**config.mk**
```make
export PLATFORM = sky130hd
export DESIGN_NAME = mirage_bus_arbiter
export DESIGN_NICKNAME = d
export VERILOG_FILES = /design/src/rtl/mirage_bus_arbiter.sv
export SDC_FILE = /design/constraint.sdc
export NUM_CORES = 1
export LEC_CHECK = 0
export BUFFER_PORTS_ARGS = -buffer_cell sky130_fd_sc_hd__buf_2
export CAP_MARGIN = 40
export CORE_UTILIZATION = 42
export DETAILED_ROUTE_END_ITERATION = 12
export GPL_ROUTABILITY_DRIVEN = 0
export PLACE_DENSITY = 0.87
export SLEW_MARGIN = 20
export SYNTH_ARGS = -nofsm -noshare
export SYNTH_HDL_FRONTEND = slang
export SYNTH_SLANG_ARGS = --single-unit
```
**constraint.sdc**
```tcl
create_clock -name aClock -period 2.9 [get_ports aClock]
set_input_delay 0.145 -clock aClock [delete_from_list [all_inputs] [get_ports aClock]]
set_output_delay 0.145 -clock aClock [all_outputs]
set_load 0.005 [all_outputs]
```
**src/rtl/mirage_bus_arbiter.sv**
```systemverilog
// Two-master round-robin arbiter in front of a 1R1W system RAM and two 8-bit
// memory-mapped output ports; read data returns exactly one cycle after grant.
module mirage_bus_arbiter #(
  parameter int                    ADDR_WIDTH     = 16,
  parameter int                    DATA_WIDTH     = 16,
  parameter int                    MEM_ADDR_WIDTH = 12,
  parameter logic [ADDR_WIDTH-1:0] PORTA_ADDR     = 16'h0200,
  parameter logic [ADDR_WIDTH-1:0] PORTB_ADDR     = 16'h0201
) (
  input  logic                      aClock,
  input  logic                      aReset,
  input  logic                      aReq0,
  input  logic                      aReq1,
  input  logic [ADDR_WIDTH-1:0]     aAddress0,
  input  logic [ADDR_WIDTH-1:0]     aAddress1,
  input  logic                      aWrite0,
  input  logic                      aWrite1,
  input  logic [DATA_WIDTH-1:0]     aWriteData0,
  input  logic [DATA_WIDTH-1:0]     aWriteData1,
  output logic                      anOutGrant0,
  output logic                      anOutGrant1,
  output logic                      anOutReadValid0,
  output logic                      anOutReadValid1,
  output logic [DATA_WIDTH-1:0]     anOutReadData,
  output logic [MEM_ADDR_WIDTH-1:0] anOutMemAddress,
  output logic [DATA_WIDTH-1:0]     anOutMemWriteData,
  output logic                      anOutMemWrite,
  output logic                      anOutMemRead,
  input  logic [DATA_WIDTH-1:0]     aMemReadData,
  output logic [7:0]                anOutPortA,
  output logic [7:0]                anOutPortB
);

  typedef enum logic [1:0] {
    SRC_RAM  = 2'd0,
    SRC_IO   = 2'd1,
    SRC_ZERO = 2'd2
  } read_src_e;

  logic                  ptr_q, ptr_d;
  logic                  grant0, grant1, any_grant, win_id;
  logic [ADDR_WIDTH-1:0] sel_addr;
  logic                  sel_write;
  logic [DATA_WIDTH-1:0] sel_wdata;
  logic                  hit_porta, hit_portb, hit_io, hit_ram;

  logic [7:0]            port_a_q, port_a_d;
  logic [7:0]            port_b_q, port_b_d;
  logic                  rvalid0_q, rvalid0_d;
  logic                  rvalid1_q, rvalid1_d;
  read_src_e             pend_src_q, pend_src_d;
  logic [7:0]            pend_io_q, pend_io_d;

  // Pointer value names the master that wins when both request.
  always_comb begin
    grant0 = 1'b0;
    grant1 = 1'b0;
    if (aReq0 && aReq1) begin
      grant0 = !ptr_q;
      grant1 = ptr_q;
    end else begin
      grant0 = aReq0;
      grant1 = aReq1;
    end
    any_grant = grant0 | grant1;
    win_id    = grant1;
    ptr_d     = any_grant ? !win_id : ptr_q;
  end

  // With no grant the master-0 request fields pass through as don't-cares.
  always_comb begin
    sel_addr  = win_id ? aAddress1   : aAddress0;
    sel_write = win_id ? aWrite1     : aWrite0;
    sel_wdata = win_id ? aWriteData1 : aWriteData0;
    hit_porta = (sel_addr == PORTA_ADDR);
    hit_portb = (sel_addr == PORTB_ADDR);
    hit_io    = hit_porta | hit_portb;
    hit_ram   = !hit_io && ((sel_addr >> MEM_ADDR_WIDTH) == '0);
  end

  always_comb begin
    anOutGrant0       = grant0;
    anOutGrant1       = grant1;
    anOutMemAddress   = sel_addr[MEM_ADDR_WIDTH-1:0];
    anOutMemWriteData = sel_wdata;
    anOutMemWrite     = any_grant && hit_ram && sel_write;
    anOutMemRead      = any_grant && hit_ram && !sel_write;
  end

  always_comb begin
    port_a_d = port_a_q;
    port_b_d = port_b_q;
    if (any_grant && sel_write && hit_porta) begin
      port_a_d = sel_wdata[7:0];
    end
    if (any_grant && sel_write && hit_portb) begin
      port_b_d = sel_wdata[7:0];
    end
  end

  // Capture everything needed to return the read one cycle later.
  always_comb begin
    rvalid0_d  = any_grant && !sel_write && !win_id;
    rvalid1_d  = any_grant && !sel_write && win_id;
    pend_io_d  = hit_porta ? port_a_q : port_b_q;
    pend_src_d = SRC_ZERO;
    if (hit_io) begin
      pend_src_d = SRC_IO;
    end else if (hit_ram) begin
      pend_src_d = SRC_RAM;
    end
  end

  always_ff @(posedge aClock or posedge aReset) begin
    if (aReset) begin
      ptr_q      <= 1'b0;
      port_a_q   <= 8'h00;
      port_b_q   <= 8'h00;
      rvalid0_q  <= 1'b0;
      rvalid1_q  <= 1'b0;
      pend_src_q <= SRC_RAM;
      pend_io_q  <= 8'h00;
    end else begin
      ptr_q      <= ptr_d;
      port_a_q   <= port_a_d;
      port_b_q   <= port_b_d;
      rvalid0_q  <= rvalid0_d;
      rvalid1_q  <= rvalid1_d;
      pend_src_q <= pend_src_d;
      pend_io_q  <= pend_io_d;
    end
  end

  always_comb begin
    anOutReadValid0 = rvalid0_q;
    anOutReadValid1 = rvalid1_q;
    anOutPortA      = port_a_q;
    anOutPortB      = port_b_q;
    case (pend_src_q)
      SRC_RAM: anOutReadData = aMemReadData;
      SRC_IO:  anOutReadData = {{(DATA_WIDTH-8){1'b0}}, pend_io_q};
      default: anOutReadData = '0;
    endcase
  end

endmodule
```
=== Word-level counts from Yosys, hierarchy flattened ===
Cells that the tools add are included.

* Bits in registers: 29
* Input port bits: 86
* Output and inout bits: 66
* Word-level logic and storage cells: 38

* Eq/ne operators: 3
* Mux-type cells: 9
* Bitwise gates (word level): 2
* Reduce and logical (&&, ||, !) cells: 17

{| class="wikitable"
|+ Operator list
! cell !! count
|-
| equality test 16 x 10 -> 1 bit (second input constant) || 2
|-
| 2-to-1 mux 16 bit || 2
|-
| case mux 16 bit (2 select lines) || 1
|-
| zero test 16 bit || 1
|-
| logical AND 1 bit || 11
|-
| 2-to-1 mux 8 bit || 1
|-
| zero test 1 bit || 4
|-
| 2-to-1 mux 2 bit || 2
|-
| 2-to-1 mux 1 bit || 3
|-
| equality test 2 x 1 -> 1 bit (second input constant) || 1
|-
| zero test 2 bit || 1
|-
| OR 1 bit || 2
|}

=== Logic depth before layout (Yosys ltp) ===
Gate-level depths: netlist (run 1).

* Depth after elaboration: 9
* Gate-level depth with buffers: 7
* Mapped depth without buffers: 7

=== Worst setup path after synthesis (run 1) ===
Ideal clock, no wire load.

* Kind: register to register
* From: register ptr_q
* To: register port_a_q[0], in the netlist anOutPortA[0]
* Setup time: 0.125 ns
* Data arrival time: 1.861 ns
* Data required time: 2.775 ns
* Slack: 0.914 ns
* Cell stages (with the launch flop): 8
* Buffers on the path: 0
* Clock period less this slack: 1.986 ns
* Path through: dfrtp_1 -> nand2b_1 -> nand2_1 -> inv_1 -> mux2i_2 -> inv_1 -> nor3_4 -> mux2_2

* Elaborated cells between the ends (all ways): 10
* Classes of those cells: 1 x eq/ne; 5 x mux; 1 x bitwise; 3 x reduce/logical

{| class="wikitable"
|+ RTL lines
! element !! line !! RTL
|-
| start, declared || 40 || <nowiki>logic ptr_q, ptr_d;</nowiki>
|-
| start signal, assigned || 124 || <nowiki>ptr_q <= ptr_d;</nowiki>
|-
| 2-to-1 mux 1 bit || 58 || <nowiki>if (aReq0 && aReq1) begin</nowiki>
|-
| named net anOutGrant1 || 21 || <nowiki>output logic anOutGrant1,</nowiki>
|-
| 2-to-1 mux 16 bit || 72 || <nowiki>sel_addr = win_id ? aAddress1 : aAddress0;</nowiki>
|-
| named net anOutMemAddress[0] || 25 || <nowiki>output logic [MEM_ADDR_WIDTH-1:0] anOutMemAddress,</nowiki>
|-
| equality test 16 x 10 -> 1 bit || 75 || <nowiki>hit_porta = (sel_addr == PORTA_ADDR);</nowiki>
|-
| logical AND 1 bit || 93 || <nowiki>if (any_grant && sel_write && hit_porta) begin</nowiki>
|-
| end signal, assigned || 125 || <nowiki>port_a_q <= port_a_d;</nowiki>
|-
| end, declared || 47 || <nowiki>logic [7:0] port_a_q, port_a_d;</nowiki>
|}

The timed path passes the listed nets, and every way through them passes these cells.
A chain may end at the register's enable or synchronous reset.

=== Worst setup path in the final report (run 1) ===
* From: register ptr_q
* To: register port_a_q[3], in the netlist anOutPortA[3]

* Cells in the longest elaborated chain, start to end: 5
* Elaborated cells between the ends (all ways): 10
* Classes of those cells: 1 x eq/ne; 5 x mux; 1 x bitwise; 3 x reduce/logical

{| class="wikitable"
|+ Ends and longest elaborated chain
! element
|-
| parallel branches: the longest is 5 deep, another holds 2-to-1 mux 16 bit
|}

Several ways; the timed one is not identified.

==> results of run 1 <==
## final timing paths
check | slack [ps] | end | cells after the start | startpoint
max | 670 | anOutPortA[3] | 7 | ptr_q
min | 60 | anOutReadValid1 | 2 | aWrite1
max reg2reg | 670 | anOutPortA[3] | 7 | ptr_q
min reg2reg | 510 | anOutPortA[2] | 1 | anOutPortA[2]
max in group asynchronous | 1930 | anOutPortA[6] | 4 | aReset
min in group asynchronous | 490 | pend_io_q[7] | 3 | aReset
## layout by cell type, fill, tap and decap left out
cell	instances
buf_16	1
dfrtp_1	29
mux2i_2	1
mux2i_1	9
a22oi_1	1
mux2_4	8
o21ai_0	2
and2_1	8
nand3_1	2
inv_1	5
o31ai_1	1
or4_4	1
nor3_4	2
clkbuf_8	6
clkbuf_1	1
nor2_1	15
mux2_1	1
dlygate4sd3_1	1
nand2_1	6
nor4_1	3
nand4_1	1
a21oi_1	2
nand2b_1	3
nor4_2	1
or4_1	2
buf_2	151
mux2_2	42
buf_4	1
o2bb2a_4	1
and3_1	1
bufinv_16	1
## flip-flops by register name, summed over array words and instances (netlist names)
signal / cells
anOutPortA: 8
anOutPortB: 8
anOutReadValid0: 1
anOutReadValid1: 1
pend_io_q: 8
pend_src_q: 2
ptr_q: 1
## area by class of cell
| cell class | instances | area (sq um) |
|---|---|---|
| fillers | 316 | 1310 |
| repair buffers | 154 | 800.8 |
| flip-flops and latches | 29 | 725.7 |
| inverters | 5 | 18.77 |
| multi-input cells | 113 | 1023 |
| well taps | 50 | 62.56 |
| clock buffers | 7 | 86.33 |
| clock inverters | 1 | 30.03 |
## layer usage
layer	vias up	track usage	share of wire
li1	864	-	-
met1	848	0.2675	0.38
met2	89	0.4200	0.53
met3	16	0.04899	0.053
met4	0	0.1330	0.037
met5	-	0	0
## stage by stage
stage,area (sq um),total power [mW],utilization
floorplan,1798,0.5196,-
global placement,2594,0.6309,0.6392
detailed placement,2621,0.6431,0.6460
CTS,2748,1.067,0.6772
global route,2748,1.109,0.6772
finish,2748,1.054,0.6772
## power breakdown
group | total (mW) | internal (mW) | switching (mW)
clock | 0.418 | 0.279 | 0.138
sequential | 0.412 | 0.409 | 0.00302
combinational | 0.225 | 0.124 | 0.101
total | 1.05 | 0.813 | 0.242
## cells by family after synthesis
kind of cell / after synthesis
buf+inv: 11
flops: 29
simple gates: 45
compound gates: 7
mux: 61
==> impl_metrics.csv, run 1 <==
group,metric,value,unit
run_status,status,"complete, no violations",
layout,num_antenna_cells,0,
synthesis,synth_top_family_by_area,"multiplexers",
drt,wirelength,5132,microns
drt,drc,0,
synthesis,syn-num-nets,239,
place,dp_slack,659.0,ps
power_and_ir_drop,p_leak,1.556,nW
clock_network,path_clk_slew,60,ps
critical_path,critPathMaxStageDelay,440,ps
floorplanning,core-area,0.004058,sq mm
drt,dr_total_vias,1817,
critical_path,crit_type,"reg -> reg",
critical_path,crit_required,3050,ps
synthesis,yosys.area.top_type,"dfrtp_1",
synthesis,synth_area,0.001798,sq mm
global_routing,grt_max_degree,29,
sta,finalSetupViolCount,0,
critical_path,crit_top_cell,"inv_1",
floorplanning,pin_count,152,
critical_path,crit_chain,"nand2b_1 > nand2_1 > inv_1 > mux2i_2 > inv_1 > nor3_4 > mux2_2",
synthesis,synth-compound-area-share,0.03062,
clock_network,cts.repair.resized,0,
drt,dr.pass1.iters,4,
place,detailed_place_hpwl,4302,microns
synthesis,ys_top_cells_by_area,"dfrtp_1, mux2_2, mux2_4",
clock_network,cts_setup_buffers,0,
synthesis,yosysSeqAreaShare,0.4036,
drt,drtAntennaViolNets,0,
synthesis,async_flop_share,1.000,
sta,timing.fmax,0.4487,GHz
floorplanning,num_rows,23,
clock_network,root_buffer,"clkbuf_8",
synthesis,synth_most_common_cell,"mux2_2",
sta,whs,61.11,ps
power_and_ir_drop,vdd_ir_drop_max,0.0001704,V
synthesis,synth.avg_cell_area,11.75,sq um
global_routing,first_global_vias,1709,
synthesis,yosysUniqueCellTypes,27,
flow_run,maxCapViolCount,0,
sta,maxSlewViolCount,0,
critical_path,cpMaxStageDelayCell,"nor3_4",
synthesis,synthAdderAreaFrac,0,
sta,fin_ws,671.4,ps
critical_path,cpLargestDelayFamily,"multiplexers",
global_routing,grt_pass1_wl,7838,microns
place,portBuffers,151,
critical_path,crit_fanout,8,
layout,final_nets,394,
clock_network,cts.sinks,29,
clock_network,hold_buffers,1,
worst_hold_path,min_path_type,"in -> reg",
synthesis,yosysWarnings,0,
critical_path,worstPathArrival,2380,ps
sta,fin_crit,2229,ps
floorplanning,die_area,0.004547,sq mm
sta,worstMarginPinSlew,597.9,ps
critical_path,start_kind,"flip-flop",
synthesis,synth-main-ff-cell,"dfrtp_1",
global_routing,grt_antenna_before_repair,0,
clock_network,clockBufferDepth,2,
floorplanning,start_util,0.4431,
sta,rsz0062_at_grt,"no",
layout,fin_cells,359,
power_and_ir_drop,powerDensity,383.8,mW/mm^2
drt,wl_per_cell,14.30,microns
global_routing,grt_use_total,0.2389,
floorplanning,die_h,67.43,microns
synthesis,synthCells,153,
sta,finClkSkew,2.825,ps
clock_network,cts_tree,"done",
synthesis,synth_commonest_cells,"mux2_2, dfrtp_1, nor2_1",
sta,post-route-period-util,0.7685,
synthesis,synth_edf_count,0,
synthesis,synth_top_area_share,0.4036,
clock_network,htree_levels,2,
sta,final_hold_viol_count,0,
sta,slew_headroom,0.6010,
drt,routed_via_density,5.061,
sta,tns,0,ps
place,dp_cells,350,
synthesis,synth-simple-area-share,0.1447,
drt,drt-initial-drc-count,42,
synthesis,ys_ff_latch,29,
layout,area_growth,52.82,%
floorplanning,die_w,67.43,microns
synthesis,muxShareOfSynthArea,0.3939,
clock_network,clkLatencyLatePin,270,ps
clock_network,cts_buffers,5,
global_routing,grt_overflow,0,
synthesis,synth-xor-area-share,0,
layout,drive_gt1_frac,0.6990,
critical_path,worst-path-buf-inv,2,
critical_path,end_kind,"flip-flop",
(Power assumes the default switching activity.)
==> run 2, diff against run 1 <==
- CORE_UTILIZATION: 42 -> 39
- PLACE_DENSITY: 0.87 -> 0.81
- clock period: 2.9 -> 2.25 ns (I/O delays scaled with it)
==> impl_metrics.csv, run 2 (synthesized netlist as in run 1, its figures left out) <==
group,metric,value,unit
run_status,status,"complete, no violations",
drt,dr.pass1.iters,4,
clock_network,cts_tree,"done",
floorplanning,start_util,0.4101,
drt,drc,0,
sta,tns,0,ps
critical_path,rr_worst_depth,7,
clock_network,htree_levels,2,
floorplanning,die_h,69.90,microns
place,placed_area,0.002639,sq mm
critical_path,worstPathArrival,2200,ps
worst_hold_path,min_from,"aWrite1",
critical_path,crit_type,"reg -> reg",
place,portBuffers,151,
place,detailed_place_hpwl,4085,microns
drt,wl_per_cell,13.75,microns
clock_network,cts_setup_buffers,0,
sta,timing.fmax,0.4896,GHz
clock_network,cts.repair.resized,0,
worst_hold_path,min_path_type,"in -> reg",
floorplanning,die_w,69.90,microns
floorplanning,core-area,0.004384,sq mm
power_and_ir_drop,vdd_ir_drop_max,0.0003527,V
global_routing,grt_overflow,0,
sta,maxSlewViolCount,0,
floorplanning,die_area,0.004886,sq mm
drt,dr_total_vias,1745,
sta,finalSetupViolCount,0,
layout,fillCellCount,371,
layout,num_antenna_cells,0,
drt,drtAntennaViolNets,0,
layout,drive_gt1_frac,0.7042,
global_routing,grt_antenna_before_repair,0,
sta,worstMarginPinSlew,566.0,ps
critical_path,crit_fanout,8,
clock_network,clkLatencyLatePin,280,ps
drt,wirelength,4990,microns
clock_network,root_buffer,"clkbuf_8",
clock_network,cts.sinks,29,
layout,area_growth,52.96,%
clock_network,cts_buffers,5,
critical_path,crit_required,2410,ps
drt,drt-initial-drc-count,47,
critical_path,rrSetupSlack,210,ps
sta,slew_headroom,0.6223,
clock_network,clockBufferDepth,2,
worst_hold_path,min_path_cells,2,
sta,fin_crit,2043,ps
critical_path,start_kind,"flip-flop",
sta,final_hold_viol_count,0,
sta,finClkSkew,4.988,ps
layout,design_area,0.002750,sq mm
critical_path,reg2reg_from,"ptr_q",
global_routing,first_global_vias,1738,
sta,post-route-period-util,0.9078,
clock_network,path_clk_slew,60,ps
floorplanning,num_rows,24,
power_and_ir_drop,powerDensity,466.0,mW/mm^2
global_routing,grt_pass1_wl,7845,microns
drt,routed_via_density,4.807,
global_routing,grt_use_total,0.2037,
critical_path,end_kind,"flip-flop",
layout,most-common-layout-cells,"buf_2, mux2_2, dfrtp_1, nor2_1, mux2i_1",
critical_path,cp-startpoint,"ptr_q",
global_routing,grt_max_degree,29,
sta,rsz0062_at_grt,"no",
layout,final_nets,396,
floorplanning,pin_count,152,
flow_run,maxCapViolCount,0,
layout,final_common_cell,"buf_2",
power_and_ir_drop,p_leak,1.561,nW
[run 2: final cells by class]
class / count / area, sq um / share of cell area
inverter: 5 / 18.77 / 0.006824
tap: 52 / 65.06 / 0.02366
multi-input combinational: 113 / 1023 / 0.3722
clock buffer: 7 / 96.34 / 0.03503
clock inverter: 1 / 5.005 / 0.001820
sequential: 29 / 725.7 / 0.2639
timing repair buffer: 156 / 815.8 / 0.2966
[run 2: worst paths after layout]
check / to
setup / recovery: anOutPortA[1]
hold / removal: anOutReadValid1
setup reg to reg: anOutPortA[1]
hold reg to reg: pend_io_q[0]
max in group asynchronous: anOutPortB[1]
min in group asynchronous: pend_io_q[1]
[run 2: power breakdown]
group,leakage [nW],switching (mW),internal [mW]
registers,0.397,0.00362,0.527
clock network,0.0542,0.183,0.276
logic,1.11,0.128,0.164
total,1.56,0.315,0.967
[run 2: repair_timing]
item / 4_1_cts / 5_1_grt
endpoints found under the hold margin: 13 / 0
setup endpoints to repair: 0 / 0
hold buffers: 1 / 0
[run 2: stage by stage]
stage	util	power (mW)	std cells	setup slack, ps	hold WS [ps]
2_1_floorplan	-	0.6697	153	264.2	178.9
3_3_place_gp	0.5956	0.8195	353	151.0	297.3
3_5_place_dp	0.6019	0.8312	354	74.91	187.7
4_1_cts	0.6273	1.292	363	220.6	10.80
5_1_grt	0.6273	1.338	363	81.24	19.24
6_report	0.6273	1.282	363	207.4	17.76
[run 2: metal layers]
metal / vias to the layer above / part of all wire / global-route usage
met5: - / 0 / 0
met4: 0 / 0.013 / 0.06889
met3: 6 / 0.059 / 0.04473
met2: 79 / 0.53 / 0.3707
met1: 798 / 0.40 / 0.2347
li1: 862 / - / -
[run 2: critical path, cell delays in order, from the launching register on]
cell and delay, ps:
dfrtp_1 350, nand2b_1 170, nand2_1 80, inv_1 110, mux2i_2 270, inv_1 110
nor3_4 440, mux2_2 390
